===== src/rtl/ysyx_24080014_pkg.sv =====
// ysyx_24080014_pkg: shared funct3 encodings, LSU state encoding and data width.
package ysyx_24080014_pkg;
    localparam int DATA_W = 32;
    localparam logic [2:0] F3_B  = 3'b000;
    localparam logic [2:0] F3_H  = 3'b001;
    localparam logic [2:0] F3_W  = 3'b010;
    localparam logic [2:0] F3_BU = 3'b100;
    localparam logic [2:0] F3_HU = 3'b101;
    typedef enum logic [1:0] {IDLE, REQ, RESP, DONE} lsu_state_t;
endpackage


===== src/rtl/ysyx_24080014_lsu_align.sv =====
// ysyx_24080014_lsu_align: combinational access checks, store lane shaping and load extension.
//   funct3/addr/store : access size, sign and low address bits of the latched access
//   wdata/rdata       : store source and raw memory read word
//   misalign/illegal  : access fault flags
//   req_wdata/wmask   : lane-replicated store data and byte strobes (zero for loads)
//   ext_rdata         : shifted and sign/zero extended load result
module ysyx_24080014_lsu_align
    import ysyx_24080014_pkg::*;
(
    input  logic [2:0]        funct3,
    input  logic [1:0]        addr,
    input  logic              store,
    input  logic [DATA_W-1:0] wdata,
    input  logic [DATA_W-1:0] rdata,
    output logic              misalign,
    output logic              illegal,
    output logic [DATA_W-1:0] req_wdata,
    output logic [3:0]        req_wmask,
    output logic [DATA_W-1:0] ext_rdata
);
    logic [DATA_W-1:0] sh;
    always_comb begin
        misalign  = (funct3[1:0] == 2'b01 && addr[0]) || (funct3[1:0] == 2'b10 && addr != 2'b00);
        illegal   = store ? funct3 > F3_W : (funct3 == 3'b011 || funct3[2:1] == 2'b11);
        sh        = rdata >> {addr, 3'b000};
        ext_rdata = funct3 == F3_B  ? {{24{sh[7]}}, sh[7:0]} :
                    funct3 == F3_H  ? {{16{sh[15]}}, sh[15:0]} :
                    funct3 == F3_BU ? {24'b0, sh[7:0]} :
                    funct3 == F3_HU ? {16'b0, sh[15:0]} : sh;
        req_wdata = !store ? '0 :
                    funct3 == F3_B ? {4{wdata[7:0]}} :
                    funct3 == F3_H ? {2{wdata[15:0]}} : wdata;
        req_wmask = !store ? 4'b0000 :
                    funct3 == F3_B ? 4'b0001 << addr :
                    funct3 == F3_H ? (addr[1] ? 4'b1100 : 4'b0011) :
                    funct3 == F3_W ? 4'b1111 : 4'b0000;
    end
endmodule


===== src/rtl/ysyx_24080014_lsu.sv =====
// ysyx_24080014_lsu: load/store unit running a valid/ready request + response to data memory.
//   clk/rst_n             : core clock, synchronous active-low reset
//   valid/load/store      : decoded memory instruction from execute, held until mem_ready
//   funct3/addr/wdata     : access size/sign, effective address, store source
//   mem_ready/load_data/fault : one-cycle completion pulse with result to writeback
//   mem_req_*             : request channel (word-aligned address, lane data, strobes)
//   mem_resp_*            : response channel (read data or write ack)
module ysyx_24080014_lsu #(
    parameter int ADDR_W  = 32,
    parameter int DATA_W  = 32,
    parameter int TIMEOUT = 255
) (
    input  logic              clk,
    input  logic              rst_n,
    input  logic              valid,
    input  logic              load,
    input  logic              store,
    input  logic [2:0]        funct3,
    input  logic [ADDR_W-1:0] addr,
    input  logic [DATA_W-1:0] wdata,
    output logic              mem_ready,
    output logic [DATA_W-1:0] load_data,
    output logic              fault,
    output logic              mem_req_valid,
    input  logic              mem_req_ready,
    output logic [ADDR_W-1:0] mem_req_addr,
    output logic              mem_req_wen,
    output logic [DATA_W-1:0] mem_req_wdata,
    output logic [3:0]        mem_req_wmask,
    input  logic              mem_resp_valid,
    input  logic [DATA_W-1:0] mem_resp_rdata
);
    import ysyx_24080014_pkg::*;
    localparam int CW = $clog2(TIMEOUT + 1);
    lsu_state_t state, next;
    logic [ADDR_W-1:0] a_addr;
    logic [2:0]        a_f3;
    logic [DATA_W-1:0] a_wdata;
    logic              a_store;
    logic [CW-1:0]     cnt;
    logic              misalign, illegal, bad, tmo, start;
    logic [DATA_W-1:0] ext_rdata;
    ysyx_24080014_lsu_align u_align (
        .funct3    (a_f3),
        .addr      (a_addr[1:0]),
        .store     (a_store),
        .wdata     (a_wdata),
        .rdata     (mem_resp_rdata),
        .misalign  (misalign),
        .illegal   (illegal),
        .req_wdata (mem_req_wdata),
        .req_wmask (mem_req_wmask),
        .ext_rdata (ext_rdata)
    );
    // The access is checked from latched values during the first REQ cycle,
    // so a faulting access spends that cycle with the request suppressed.
    assign start         = valid && (load || store);
    assign bad           = misalign || illegal;
    assign tmo           = cnt == CW'(TIMEOUT - 1);
    assign mem_ready     = state == DONE;
    assign mem_req_valid = state == REQ && !bad;
    assign mem_req_addr  = {a_addr[ADDR_W-1:2], 2'b00};
    assign mem_req_wen   = a_store;
    always_comb begin
        next = state;
        case (state)
            IDLE:    next = start ? REQ : IDLE;
            REQ:     next = (bad || tmo) ? DONE : mem_req_ready ? RESP : REQ;
            RESP:    next = (mem_resp_valid || tmo) ? DONE : RESP;
            default: next = IDLE;
        endcase
    end
    always_ff @(posedge clk) begin
        if (!rst_n) begin
            state     <= IDLE;
            cnt       <= '0;
            a_addr    <= '0;
            a_f3      <= '0;
            a_wdata   <= '0;
            a_store   <= 1'b0;
            fault     <= 1'b0;
            load_data <= '0;
        end else begin
            state <= next;
            if (state == IDLE && start) begin
                a_addr  <= addr;
                a_f3    <= funct3;
                a_wdata <= wdata;
                a_store <= store && !load;
                cnt     <= '0;
            end
            if (state == REQ || state == RESP)
                cnt <= cnt + 1'b1;
            // A response arriving on the last allowed cycle still wins over the timeout.
            if (state == RESP && mem_resp_valid) begin
                fault     <= 1'b0;
                load_data <= a_store ? '0 : ext_rdata;
            end else if ((state == REQ && (bad || tmo)) || (state == RESP && tmo)) begin
                fault     <= 1'b1;
                load_data <= '0;
            end
        end
    end
endmodule


===== config.mk =====
export PLATFORM = sky130hd
export DESIGN_NAME = ysyx_24080014_lsu
export DESIGN_NICKNAME = d
export VERILOG_FILES = /design/src/rtl/ysyx_24080014_pkg.sv /design/src/rtl/ysyx_24080014_lsu_align.sv /design/src/rtl/ysyx_24080014_lsu.sv
export SDC_FILE = /design/constraint.sdc
export NUM_CORES = 1
export LEC_CHECK = 0
export ABC_CLOCK_PERIOD_IN_PS = 2170
export CORE_MARGIN = 2
export CORE_UTILIZATION = 45
export CTS_BUF_LIST = sky130_fd_sc_hd__clkbuf_8
export CTS_CLUSTER_SIZE = 24
export DETAILED_ROUTE_END_ITERATION = 6
export PLACE_DENSITY = 0.84
export SETUP_SLACK_MARGIN = 0.1
export SYNTH_ARGS = -nofsm -noshare
export SYNTH_HDL_FRONTEND = slang
export SYNTH_SLANG_ARGS = --single-unit

===== constraint.sdc =====
create_clock -name clk -period 2.17 [get_ports clk]
set_input_delay 0.217 -clock clk [delete_from_list [all_inputs] [get_ports clk]]
set_output_delay 0.217 -clock clk [all_outputs]
set_load 0.02 [all_outputs]

=== Word level (Yosys, flattened, before mapping) ===
Index checks and enable logic that the tools add are counted.

* Bits in registers: 111
* Input port bits: 106

* Magnitude comparators: 1
* Shift-type cells: 2
* Reductions and logical operators: 25
* Bitwise gates (word level): 1
* Multiplexer cells: 23
* $add $sub $neg: 1
* Equality and inequality tests: 12

{| class="wikitable"
|+ Operators by type and width
! kind !! number
|-
| $mux 32 || 10
|-
| $shr 32x5->32 || 1
|-
| $mux 4 || 5
|-
| $mux 8 || 2
|-
| $logic_and 1x1->1 || 9
|-
| $add 8x1->8 const B || 1
|-
| $eq 2x2->1 const B || 4
|-
| $eq 8x8->1 const B || 1
|-
| $logic_or 1x1->1 || 8
|-
| $eq 3x2->1 const B || 2
|-
| $eq 3x3->1 const B || 2
|-
| $pmux 2 s3 || 1
|-
| $reduce_bool 2->1 || 3
|-
| $eq 2x1->1 const B || 2
|-
| $mux 2 || 2
|-
| $shl 1x2->4 const A || 1
|-
| $eq 3x1->1 const B || 1
|-
| $gt 3x2->1 const B || 1
|-
| $logic_not 3->1 || 1
|-
| $mux 1 || 3
|-
| $logic_not 1->1 || 2
|-
| $logic_not 2->1 || 1
|-
| $reduce_or 2->1 || 1
|-
| $not 1->1 || 1
|}

=== Logic depth before layout (Yosys ltp) ===
* Word-level depth: 9
* Depth in mapped cells: 8

=== Cells and area by module ===
From an unflattened synthesis, not the netlist that was laid out.

* Cells, all modules: 697
* Area total of the unflattened synthesis: 5825.6 um^2

{| class="wikitable"
|+ Modules (own cells, without submodules)
! module !! cells an instance !! area an instance (um^2) !! instances !! sequential area each (um^2)
|-
| ysyx_24080014_lsu || 483 || 4362.9 || 1 || 2222.1
|-
| ysyx_24080014_lsu_align || 214 || 1462.7 || 1 || 0.0
|}

=== Least setup slack after synthesis ===
OpenSTA, ideal clock, no wires.

* Path kind: flip-flop to output port
* From: register a_store (netlist: mem_req_wen)
* To: output port mem_req_wmask[1]
* Data arrival time: 1593 ps
* Buffers on the path: 1
* Required time: 1953 ps
* Stages on the path, launching flop included: 5
* Setup slack: 360 ps
* Cell sequence: dfxtp_1 clkbuf_1 clkinv_1 a211o_1 a21oi_1

* Word-level cells in the longest chain between the ends: 1

{| class="wikitable"
|+ RTL lines
! element !! RTL line !! RTL
|-
| start, declared || ysyx_24080014_lsu.sv:39 || <nowiki>logic a_store;</nowiki>
|-
| start signal, assigned || ysyx_24080014_lsu.sv:89 || <nowiki>a_store <= store && !load;</nowiki>
|-
| $mux 4 || ysyx_24080014_lsu_align.sv:33 || <nowiki>req_wmask = !store ? 4'b0000 :</nowiki>
|-
| end, declared || ysyx_24080014_lsu.sv:29 || <nowiki>output logic [3:0] mem_req_wmask,</nowiki>
|}

Every way passes these cells.

=== Worst setup path after layout ===
* From: register a_f3[2]
* To: output port mem_req_wdata[28]

* Word-level cells in the longest chain between the ends: 4
* Elaborated cells between the ends (all ways): 5
* Those cells by class: eq/ne (1); mux (3); reduce/logical (1)

{| class="wikitable"
|+ RTL lines
! element !! RTL line !! RTL
|-
| start, declared || ysyx_24080014_lsu.sv:37 || <nowiki>logic [2:0] a_f3;</nowiki>
|-
| start signal, assigned || ysyx_24080014_lsu.sv:87 || <nowiki>a_f3 <= funct3;</nowiki>
|-
| $eq 3x1->1 || ysyx_24080014_lsu_align.sv:32 || <nowiki>funct3 == F3_H ? {2{wdata[15:0]}} : wdata;</nowiki>
|-
| $mux 32 || ysyx_24080014_lsu_align.sv:32 ||
|-
| $mux 32 * || ysyx_24080014_lsu_align.sv:31 || <nowiki>funct3 == F3_B ? {4{wdata[7:0]}} :</nowiki>
|-
| $mux 32 * || ysyx_24080014_lsu_align.sv:30 || <nowiki>req_wdata = !store ? '0 :</nowiki>
|-
| end, declared || ysyx_24080014_lsu.sv:28 || <nowiki>output logic [DATA_W-1:0] mem_req_wdata,</nowiki>
|}

Every way passes the cells marked *; elsewhere a longest branch is shown, timed or not.

==> metrics.md <==
| Metric | Value |
|---|---|
| Cells on Worst Hold Path | `3` |
| Worst slew margin | `49.9%` |
| CTS HTree Levels | `3` |
| Number of setup violations in the final report | `0` |
| Startpoint types | `register` |
| WP data arrival | `1.83 ns` |
| # fillers | `1032` |
| Synthesized area | `5420 µm²` |
| Leakage | `2.78 nW` |
| Clk slew on worst S/H paths | `0.11 ns` |
| Max Fanout on Critical Path | `6` |
| Minimum clock period after layout | `2.05 ns` |
| DRC Markers | `0` |
| Reg2Reg Depth | `7` |
| Final Hold Vio Count | `0` |
| Core Box Area | `11900 µm²` |
| Seq pwr share | `48.0%` |
| Drt wl/cell | `16.3 µm` |
| Seq cells post-synth | `111` |
| Synth warn | `0` |
| Peak VDD IR | `522 µV` |
| Syn_area_per_cell | `7.93 µm²` |
| Slew Limit Fails | `0` |
| Pwr/cell area | `607 nW/µm²` |
| Dpl ws | `0.126 ns` |
| Post-synth EDFFs | `0` |
| Number of port buffers | `207` |
| Remaining Overflow, GRT | `0` |
| CTS root buffer | `clkbuf_8` |
| Cts bufs inserted | `9` |
| Worst setup margin | `0.125 ns` |
| Initial core utilization | `45.5%` |
| GRT Overall Usage | `24.8%` |
| CP Capture Type | `primary output` |
| Clock sinks | `111` |
| P&R area growth vs syn | `40.6%` |
| Setup CP Type | `reg -> out` |
| Sw Ratio | `30.5%` |
| CTS tree | `yes` |
| Hold crit path type | `in -> reg` |
| Number of global-route vias before repair | `5063` |
| # rows | `40` |
| # IOs | `210` |
| Later-pin clock latency in the skew report | `0.39 ns` |
| Max-Cap Viols | `0` |
| Placer Congestion | `0.867` |
| Int Power | `3.22 mW` |
| Status | `finished, final reports clean` |
| Post-synthesis sequential area ratio | `41.0%` |
| Die width | `114 µm` |
| Die area | `12900 µm²` |
| Worst slew pin tran | `0.751 ns` |
| Ys async rst share | `0%` |
| Global-route wire length before repair | `25.5 mm` |
| Drt via density | `5.34` |
| TritonRoute pass-1 iters | `4` |
| Pin count of the biggest net entering global routing | `68` |
| Post-Place Cells | `985` |
| ANT cells | `0` |
| NetSw | `1.41 mW` |
| Synth Flop Type | `dfxtp_1` |
| Hold WS | `0.356 ns` |
| Non-filler instance count after layout | `1006` |
| Max Clk Rate | `489 MHz` |
| Synth cell types | `50` |
| Final nets | `969` |
| Period utilisation layout | `94.3%` |
| Clock power share | `27.0%` |
| Antenna violations before repair | `0` |
| Setup TNS | `0 ns` |
| Required @ worst endpoint | `1.95 ns` |
| Via count | `5369` |
| ANT nets after route | `0` |
| RSZ-0062 raised after global routing | `yes` |
| Post-layout util | `64.0%` |
| Layout cells sized above 1 | `11.6%` |
| Clock Skew | `0.0139 ns` |
| DRT iter0 DRCs | `399` |
| DP HPWL | `11.5 mm` |
| Comb power frac | `25.0%` |
| Post-synthesis cell count | `684` |
| Die H | `114 µm` |
| Final wirelength | `16.4 mm` |
| Longest Clk Path Bufs | `2` |
-- cell families (layout without fill, tap and decap cells) --
logic type               after synthesis  after routing  synth area share [%]
multiplexers                          34             34                  6.71
other                                  1              2                0.0691
AO/OA/AOI/OAI                        195            195                  22.3
flip-flops                           111            111                  41.0
buffers and inverters                 89            263                  9.25
adder cells (fa/ha/maj)                7              7                  1.61
AND/OR/NAND/NOR                      247            247                  19.1
-- placed cells by master, fill, tap and decap left out, types with 8 or more instances in the layout --
cell and instances:
buf_4 27, o21ai_0 23, a21oi_1 119, clkbuf_2 10, a22o_1 16, clkdlybuf4s50_1 178, and2_1 9, clkbuf_8 9
buf_2 14, nand2_1 194, nor2_1 14, mux2i_1 24, mux2_2 8, o2bb2ai_1 9, dfxtp_1 107
-- path summary, 6_finish.rpt --
| check | startpoint | endpoint | slack (ns) |
|---|---|---|---|
| max reg2reg | a_f3[0]$_SDFFE_PN0P_ | load_data[18]$_SDFFE_PN0P_ | 0.20 |
| min | wdata[10] | a_wdata[10]$_SDFFE_PN0P_ | 0.36 |
| min reg2reg | a_addr[14]$_SDFFE_PN0P_ | a_addr[14]$_SDFFE_PN0P_ | 0.46 |
| max | a_f3[2]$_SDFFE_PN0P_ | mem_req_wdata[28] | 0.12 |
-- layout make-up --
class                      instances  area (µm²)  share of cell area [%]
tap                              147         184                    2.41
sequential                       111        2230                    29.2
multi-input combinational        485        2730                    35.9
clock buffer                       9         124                    1.62
timing repair buffer             240        2260                    29.6
clock inverter                     5        60.1                   0.788
inverter                           9        33.8                   0.443
-- critical path: stages (launching register included) --
cell     delay, ns
dfxtp_4       0.37
nor3b_4       0.20
buf_6         0.16
buf_4         0.11
mux2_2        0.31
nand2_1       0.06
a21oi_1       0.06
buf_2         0.17
-- synthesized netlist by cell type (2+ instances only) --
master / instances / area share, %
o21ai_0: 23 / 2.1
buf_2: 8 / 0.74
nand2b_1: 4 / 0.46
inv_1: 6 / 0.42
o311ai_0: 2 / 0.32
nand2_1: 195 / 13
clkinv_1: 3 / 0.21
nand3b_1: 3 / 0.42
nor2b_1: 2 / 0.23
a21oi_1: 119 / 11
nor3_1: 5 / 0.46
mux2_2: 9 / 1.9
clkbuf_1: 34 / 2.4
nor2_1: 14 / 0.97
o2bb2ai_1: 9 / 1.5
buf_6: 5 / 1.0
a32o_1: 7 / 1.3
nand4_1: 3 / 0.35
dfxtp_1: 111 / 41
a311oi_1: 4 / 0.65
a22o_1: 16 / 2.6
nand3_1: 4 / 0.37
ha_1: 7 / 1.6
buf_4: 32 / 4.4
a211oi_1: 2 / 0.28
and2_1: 9 / 1.0
mux2i_1: 24 / 4.4
or2_2: 2 / 0.23
-- registers in the layout (all words and copies together), names as in the netlist --
name / cells
a_addr: 32
a_f3: 3
a_wdata: 32
cnt: 8
fault: 1
load_data: 32
mem_req_wen: 1
state: 2
-- power groups by stage --
stage	sequential [mW]	combinational [mW]	clock [mW]
CTS	2.22	1.14	1.27
floorplan	2.26	0.660	0
global placement	2.27	1.12	0
global route	2.24	1.25	1.35
detailed placement	2.27	1.13	0
finish	2.22	1.16	1.25
-- metrics by stage --
step	cell area (µm²)	power, mW
after floorplan	5430	2.92
after global placement	7470	3.39
after detailed placement	7470	3.40
after CTS	7620	4.63
after global routing	7620	4.84
final	7620	4.63
-- repair_timing --
action / CTS / global route
setup endpoints to repair: 37 / 34
setup buffers: 4 / 3
resized for setup: 81 / 35
pin swaps: 1 / 3
hold buffers: 0 / 0
-- routing by layer --
metal / track usage (%) / vias up / wire length, µm
met2: 40.6 / 209 / 7720
met3: 9.94 / 21 / 1690
met1: 30.1 / 2478 / 6680
met5: 0 / - / 0
li1: - / 2661 / -
met4: 7.64 / 0 / 274
No activity file was read; power rests on OpenSTA's default activity.
